===== src/rtl/traffic_pkg.sv =====
// rtl/traffic_pkg.sv - light codes and violation codes shared by the queue sensor
package traffic_pkg;

  typedef enum logic [1:0] {
    RED       = 2'b00,
    YELLOW    = 2'b01,
    GREEN     = 2'b10,
    LIGHT_BAD = 2'b11
  } light_t;

  localparam logic [2:0] VIOL_NONE     = 3'd0;
  localparam logic [2:0] VIOL_BAD_CODE = 3'd1;
  localparam logic [2:0] VIOL_CONFLICT = 3'd2;
  localparam logic [2:0] VIOL_SEQ_A    = 3'd3;
  localparam logic [2:0] VIOL_SEQ_B    = 3'd4;

endpackage


===== src/rtl/traffic_lane.sv =====
// rtl/traffic_lane.sv - one street: queue counter, departure timer, drop pulse, sequence check
// Sequence check is present only when TRAFFIC_CHECK_EN is defined.
module traffic_lane
  import traffic_pkg::*;
#(
  parameter int QW         = 4,
  parameter int DEPART_CYC = 2
) (
  input  logic          clk,
  input  logic          reset,
  input  light_t        i_light,
  input  logic          i_arr,
  output logic [QW-1:0] o_q,
  output logic          o_drop
`ifdef TRAFFIC_CHECK_EN
  ,
  output logic          o_seq_err
`endif
);

  localparam int TW = (DEPART_CYC > 1) ? $clog2(DEPART_CYC) : 1;
  localparam logic [QW-1:0] QMAX = '1;

  logic [TW-1:0] r_timer;
  logic [QW-1:0] r_q;
  logic          r_drop;
  logic          w_green;
  logic          w_dep_slot;
  logic          w_dep;
  logic          w_full;

  // Code 11 falls through as not-GREEN, so a bad light never moves the queue.
  assign w_green    = (i_light == GREEN);
  assign w_dep_slot = (r_timer == TW'(DEPART_CYC - 1));
  assign w_dep      = w_green && w_dep_slot && (r_q != '0);
  assign w_full     = (r_q == QMAX);

  always_ff @(posedge clk or negedge reset) begin
    if (!reset) begin
      r_timer <= '0;
      r_q     <= '0;
      r_drop  <= 1'b0;
    end else begin
      r_timer <= (!w_green || w_dep_slot) ? '0 : r_timer + 1'b1;
      r_drop  <= i_arr && !w_dep && w_full;
      if (i_arr && !w_dep && !w_full)
        r_q <= r_q + 1'b1;
      else if (w_dep && !i_arr)
        r_q <= r_q - 1'b1;
    end
  end

  assign o_q    = r_q;
  assign o_drop = r_drop;

`ifdef TRAFFIC_CHECK_EN
  light_t r_prev;
  logic   w_legal;

  always_ff @(posedge clk or negedge reset) begin
    if (!reset)
      r_prev <= RED;
    else
      r_prev <= i_light;
  end

  assign w_legal = (i_light == r_prev)
                || (r_prev == GREEN  && i_light == YELLOW)
                || (r_prev == YELLOW && i_light == RED)
                || (r_prev == RED    && i_light == GREEN);

  assign o_seq_err = !w_legal;
`endif

endmodule


===== src/rtl/traffic_queue_sensor.sv =====
// rtl/traffic_queue_sensor.sv - two-street queue sensor with optional protocol checker
// Violation checker is built only when TRAFFIC_CHECK_EN is defined.
module traffic_queue_sensor
  import traffic_pkg::*;
#(
  parameter int QW         = 4,
  parameter int DEPART_CYC = 2
) (
  input  logic          clk,
  input  logic          reset,
  input  logic [1:0]    SA,
  input  logic [1:0]    SB,
  input  logic          arr_a,
  input  logic          arr_b,
  output logic          TA,
  output logic          TB,
  output logic [QW-1:0] qa,
  output logic [QW-1:0] qb,
  output logic          drop_a,
  output logic          drop_b,
  output logic          viol,
  output logic [2:0]    viol_code
);

`ifdef TRAFFIC_CHECK_EN
  logic w_seq_a;
  logic w_seq_b;
`endif

  traffic_lane #(.QW(QW), .DEPART_CYC(DEPART_CYC)) u_lane_a (
    .clk       (clk),
    .reset     (reset),
    .i_light   (light_t'(SA)),
    .i_arr     (arr_a),
    .o_q       (qa),
    .o_drop    (drop_a)
`ifdef TRAFFIC_CHECK_EN
    ,
    .o_seq_err (w_seq_a)
`endif
  );

  traffic_lane #(.QW(QW), .DEPART_CYC(DEPART_CYC)) u_lane_b (
    .clk       (clk),
    .reset     (reset),
    .i_light   (light_t'(SB)),
    .i_arr     (arr_b),
    .o_q       (qb),
    .o_drop    (drop_b)
`ifdef TRAFFIC_CHECK_EN
    ,
    .o_seq_err (w_seq_b)
`endif
  );

  // Presence flags come straight off the registered counts.
  assign TA = (qa != '0);
  assign TB = (qb != '0);

`ifdef TRAFFIC_CHECK_EN
  logic       w_bad;
  logic       w_conflict;
  logic [2:0] w_code;
  logic       r_viol;
  logic [2:0] r_code;

  assign w_bad      = (SA == LIGHT_BAD) || (SB == LIGHT_BAD);
  assign w_conflict = (SA != RED) && (SB != RED);

  always_comb begin
    w_code = VIOL_NONE;
    if (w_bad)
      w_code = VIOL_BAD_CODE;
    else if (w_conflict)
      w_code = VIOL_CONFLICT;
    else if (w_seq_a)
      w_code = VIOL_SEQ_A;
    else if (w_seq_b)
      w_code = VIOL_SEQ_B;
  end

  // Only the first violation is recorded; the flag is sticky until reset.
  always_ff @(posedge clk or negedge reset) begin
    if (!reset) begin
      r_viol <= 1'b0;
      r_code <= VIOL_NONE;
    end else if (!r_viol && (w_code != VIOL_NONE)) begin
      r_viol <= 1'b1;
      r_code <= w_code;
    end
  end

  assign viol      = r_viol;
  assign viol_code = r_code;
`else
  assign viol      = 1'b0;
  assign viol_code = VIOL_NONE;
`endif

endmodule


===== config.mk =====
export PLATFORM = sky130hd
export DESIGN_NAME = traffic_queue_sensor
export DESIGN_NICKNAME = d
export VERILOG_FILES = /design/src/rtl/traffic_pkg.sv /design/src/rtl/traffic_lane.sv /design/src/rtl/traffic_queue_sensor.sv
export SDC_FILE = /design/constraint.sdc
export NUM_CORES = 1
export LEC_CHECK = 0
export CAP_MARGIN = 20
export CORE_ASPECT_RATIO = 1.25
export CORE_MARGIN = 2
export CORE_UTILIZATION = 41
export CTS_CLUSTER_SIZE = 20
export DETAILED_ROUTE_END_ITERATION = 8
export PLACE_DENSITY = 0.81
export SLEW_MARGIN = 15
export SYNTH_ARGS = -nofsm -noshare
export SYNTH_HDL_FRONTEND = slang
export SYNTH_SLANG_ARGS = --single-unit

===== constraint.sdc =====
create_clock -name clk -period 2.2 [get_ports clk]
set_input_delay 0.66 -clock clk [delete_from_list [all_inputs] [get_ports clk]]
set_output_delay 0.66 -clock clk [all_outputs]
set_load 0.02 [all_outputs]

**Word level (Yosys, flattened, before mapping)**

Index checks and enable logic that the tools add are counted.
Widths: inputs -> output; s select.

- $add $sub $neg: 6
- Multiply operators: 0
- Div/mod/pow operators: 0
- Magnitude comparators: 0
- Eq/ne operators: 4
- Shift operators: 0
- Muxes and demuxes: 6
- Bitwise operators: 0
- Reduce and logical (&&, ||, !) cells: 26

Operators with widths:

| kind | count |
|---|---|
| $mux 4 | 4 |
| $logic_and 1x1->1 | 12 |
| $add 4x1->4 const B | 2 |
| $eq 4x4->1 const B | 2 |
| $logic_not 1->1 | 8 |
| $reduce_bool 4->1 | 2 |
| $sub 4x1->4 const B | 2 |
| $eq 2x2->1 const B | 2 |
| $reduce_bool 2->1 | 2 |
| $add 1x1->1 const B | 2 |
| $logic_or 1x1->1 | 2 |
| $mux 1 | 2 |

- Flip-flop bits (word level): 12
- Bits in latches: 0
- Memory bits (writable): 0
- Bits in read-only memories: 0
- Word-level logic and storage cells: 48
- Memories kept: 0

**Longest topological paths before layout**

- Depth after elaboration: 7
- Gate-level depth with buffers: 7
- Mapped depth without buffers: 7

**Cells and area by module**

A second synthesis with hierarchy kept.

- Cells, all modules: 83
- Area total of the unflattened synthesis: 898.4 µm²

Modules (own cells, without submodules):

| module | times used | cells an instance | area an instance (µm²) | seq. area each (µm²) |
|---|---|---|---|---|
| traffic_lane at u_lane_a | 1 | 38 | 431.7 | 150.1 |
| traffic_lane at u_lane_b | 1 | 38 | 417.9 | 150.1 |
| traffic_queue_sensor | 1 | 7 | 48.8 | 0.0 |

**Worst setup path after synthesis**

No wires, ideal clock.

- Kind: input to register
- Start: input port SA[0]
- End: register u_lane_a.r_q[3] (netlist: u_lane_a.o_q[3])
- Setup time: 0.080 ns
- Data arrival time: 2.139 ns
- Required time: 2.120 ns
- Slack: -0.019 ns
- Cell stages on the path: 7
- Path buffers: 0
- Cell sequence: nand3b_1 -> o211ai_2 -> ha_1 -> a21o_2 -> a21oi_1 -> mux2i_1 -> xor2_1

- Cells in the longest elaborated chain, start to end: 7

Ends and longest elaborated chain:

| what | line | text |
|---|---|---|
| from (decl) | traffic_queue_sensor.sv:11 | `input logic [1:0] SA,` |
| $eq 2x2->1 * | traffic_lane.sv:33 | `assign w_green = (i_light == GREEN);` |
| $logic_and 1x1->1 * (2 in series) | traffic_lane.sv:35 | `assign w_dep = w_green && w_dep_slot && (r_q != '0);` |
| $logic_not 1->1 | traffic_lane.sv:46 | `if (i_arr && !w_dep && !w_full)` |
| $logic_and 1x1->1 (2 in series) | traffic_lane.sv:46 |  |
| $mux 4 / $reduce_bool 2->1 (equally long branches) | -- |  |
| to (signal assigned) | traffic_lane.sv:47 | `r_q <= r_q + 1'b1;` |
| to (signal assigned) | traffic_lane.sv:49 | `r_q <= r_q - 1'b1;` |
| to (decl) | traffic_lane.sv:25 | `logic [QW-1:0] r_q;` |

Mark *: on every way between the ends. The rest lies on a longest branch, timed or not.
A chain may end at the register's enable or synchronous reset.

**Worst setup path after layout**

- Start: register u_lane_a.r_q[3] (netlist: u_lane_a.o_q[3])
- End: output port TA

- Cells in the longest elaborated chain, start to end: 1

Ends and longest elaborated chain:

| what | line | text |
|---|---|---|
| $reduce_bool 4->1 | traffic_queue_sensor.sv:57 | `assign TA = (qa != '0);` |
| to (decl) | traffic_queue_sensor.sv:15 | `output logic TA,` |

No other way between the ends.

==> reports/metrics.yaml <==
fillers: 177
die_h_um: 54.4
drive_above_1_share_pct: 31.7
place_congestion: 0.876
dr.pass1.iters: 4
io_buffers: 19
synth-xor-area-share_pct: 6.30
max_freq_mhz: 468
cts_sinks: 12
row_count: 18
dpl.cell_count: 132
numCtsBuffers: 3
ys_warn_count: 0
r2r_start: "u_lane_a.o_q[3]"
synth_top_area_share_pct: 36.0
slew_headroom_pct: 62.7
setup_violations: 0
drcViolationCount: 0
timing.rr.end: "u_lane_a.o_q[3]"
critPathCaptureType: "output pin"
worstPathMaxFanout: 4
synth_simple_gate_area_share_pct: 24.0
syn_inst: 77
cts_hold_buf: 0
worst_slew_pin_slew_ps: 557
crit_type: "register to output pin"
busiest_layer: "met2"
hold_path.class: "register to register"
syn-cell-area_um2: 835
grt_max_degree: 13
yosys.area.top_type: "dfrtp_1"
muxShareOfSynthArea_pct: 2.40
use_met2_pct: 34.6
cts_max_path_buffers: 2
io_pins: 24
power_mw: 1.57
whs_path_depth: 1
hold_start: "u_lane_a.r_timer"
fin_worst_skew_ps: 3.15
use_met1_pct: 17.9
start_kind: "register"
area_delta_synth_final_pct: 46.8
vias: 738
ir_drop_mv: 0.875
wirelength_um: 1850
layout_min_cycle_time_ps: 2140
antenna_left: 0
ys_top_cells_by_area: "dfrtp_1 (36%), ha_1 (6.0%), nor4_4 (5.1%), fa_1 (4.8%), xnor2_1 (4.2%)"
grt_pass1_wl_um: 3040
track_usage_pct: 17.6
yosysSeqAreaShare_pct: 36.0
finalHoldViolCount: 0
status: "complete, no violations"
layout.nets: 135
finish.utilization_pct: 62.5
syn_avg_cell_area_um2: 10.8
grt_pass1_vias: 731
layout.cells.non_filler: 140
root_buffer: "clkbuf_4"
yosysUniqueCellTypes: 25
cp.required_ps: 1540
antenna_found_initial: 0
rrSetupSlack_ps: 120
rr_worst_depth: 7
fin_crit_sh_pct: 97.2
leakage_nw: 0.583
viasPerCell: 5.27
max-cap-violations: 0
clkTransAtPathRegs_ps: 80
synth_adder_area_share_pct: 10.8
cts_tree: "done"
core_um2: 1960
initialDrtViolationCount: 7
start_util_pct: 42.6
htreeDepth: 1
whs_ps: 445
insertedDiodeCount: 0
hold_end: "u_lane_a.r_timer"
layout_common_cells: "buf_4 (21), clkdlybuf4s50_1 (12), dfrtp_1 (11), nand2_1 (8), dlygate4sd2_1 (5)"
chipWidth_um: 44.4
pwr_density_cell_nw_per_um2: 1280
final_max_slew_viol_count: 0
worstSkewPairLatency_ps: 280
wl_per_cell_um: 13.2
grt-ovfl-total: 0
synth_top_family_by_area: "simple AND/OR/NAND/NOR gates"
synth-seq-cells: 12
grt_util_met3_pct: 2.31
worstPathArrival_ps: 1480
die-area_um2: 2410
dp_hpwl_um: 1490
synth-compound-area-share_pct: 14.7
mostFrequentLayoutCell: "buf_4"
[synthesized netlist by cell type]
cell       number
xnor2_1         4
o21ai_0         2
conb_1          1
nand4_1         2
nand3b_1        3
nor3b_1         4
nand3b_4        1
buf_4           4
nor2_2          2
mux2i_1         2
a21oi_1         4
a221oi_1        2
nand3_1         2
o211ai_2        2
nor4_4          2
inv_1           4
a22oi_1         2
fa_1            2
nand2_1         8
a21o_2          2
xor2_1          2
dfrtp_1        12
nor4bb_1        2
a2bb2oi_1       2
ha_1            4
[where the power goes]
part | internal (mW) | switching [mW] | leakage [nW] | total, mW
clock network | 0.101 | 0.0789 | 0.0210 | 0.180
registers | 0.303 | 0.0991 | 0.144 | 0.402
logic | 0.515 | 0.470 | 0.417 | 0.985
total | 0.918 | 0.648 | 0.583 | 1.57
[final cells by class]
| type | count | area [µm²] | area share (%) |
|---|---|---|---|
| Sequential cell | 12 | 302 | 24.6 |
| Clock buffer | 4 | 36.3 | 2.96 |
| Timing Repair Buffer | 40 | 339 | 27.7 |
| Multi-Input combinational cell | 60 | 508 | 41.5 |
| Inverter | 4 | 15.0 | 1.23 |
| Tap cell | 20 | 25.0 | 2.04 |
[critical path, stage by stage (launching register included)]
cell and delay [ps]:
dfrtp_2 450, nor4_4 340, inv_1 90, dlygate4sd2_1 320
[metal layers]
metal,vias to the layer above,part of all wire [%]
met5,-,0
met4,0,1.6
met3,4,5.2
met2,23,55
met1,351,38
li1,360,-
[what timing repair did]
item	4_1_cts	5_1_grt
pin swaps	9	5
endpoints found under the setup margin	6	3
resized for setup	7	4
setup buffers	2	2
[cells by family after synthesis]
group | Yosys count
buffers and inverters | 8
AOI/OAI and AO/OA | 16
muxes | 2
other | 1
adders and majority gates | 6
DFF | 12
xor gates and xnor gates | 6
and+or+nand+nor | 26
[stage by stage]
| step | area [µm²] | setup WS [ps] | setup TNS, ps |
|---|---|---|---|
| 6_report | 1220 | 62.4 | 0 |
| 5_1_grt | 1220 | -0.441 | -0.441 |
| 4_1_cts | 1210 | 59.8 | 0 |
| 3_5_place_dp | 1160 | -426 | -1900 |
| 3_3_place_gp | 1160 | -384 | -1580 |
| 2_1_floorplan | 850 | 21.5 | 0 |
[registers in the layout (all words and copies together) (netlist names)]
name              cells
u_lane_a.o_drop       1
u_lane_a.o_q          4
u_lane_a.r_timer      1
u_lane_b.o_drop       1
u_lane_b.o_q          4
u_lane_b.r_timer      1
[worst max-delay path by stage]
stage / start / endpoint / slack, ps
2_1_floorplan: SA[0] / u_lane_a.o_q[3] / 20
3_3_place_gp: SA[0] / u_lane_a.o_q[3] / -380
3_5_place_dp: SA[0] / u_lane_a.o_q[3] / -430
4_1_cts: u_lane_b.o_q[1] / qb[1] / 60
5_1_grt: u_lane_a.o_q[3] / u_lane_a.o_q[3] / -0.4
6_report: u_lane_a.o_q[3] / TA / 60
Power figures use the tool's default switching activity.
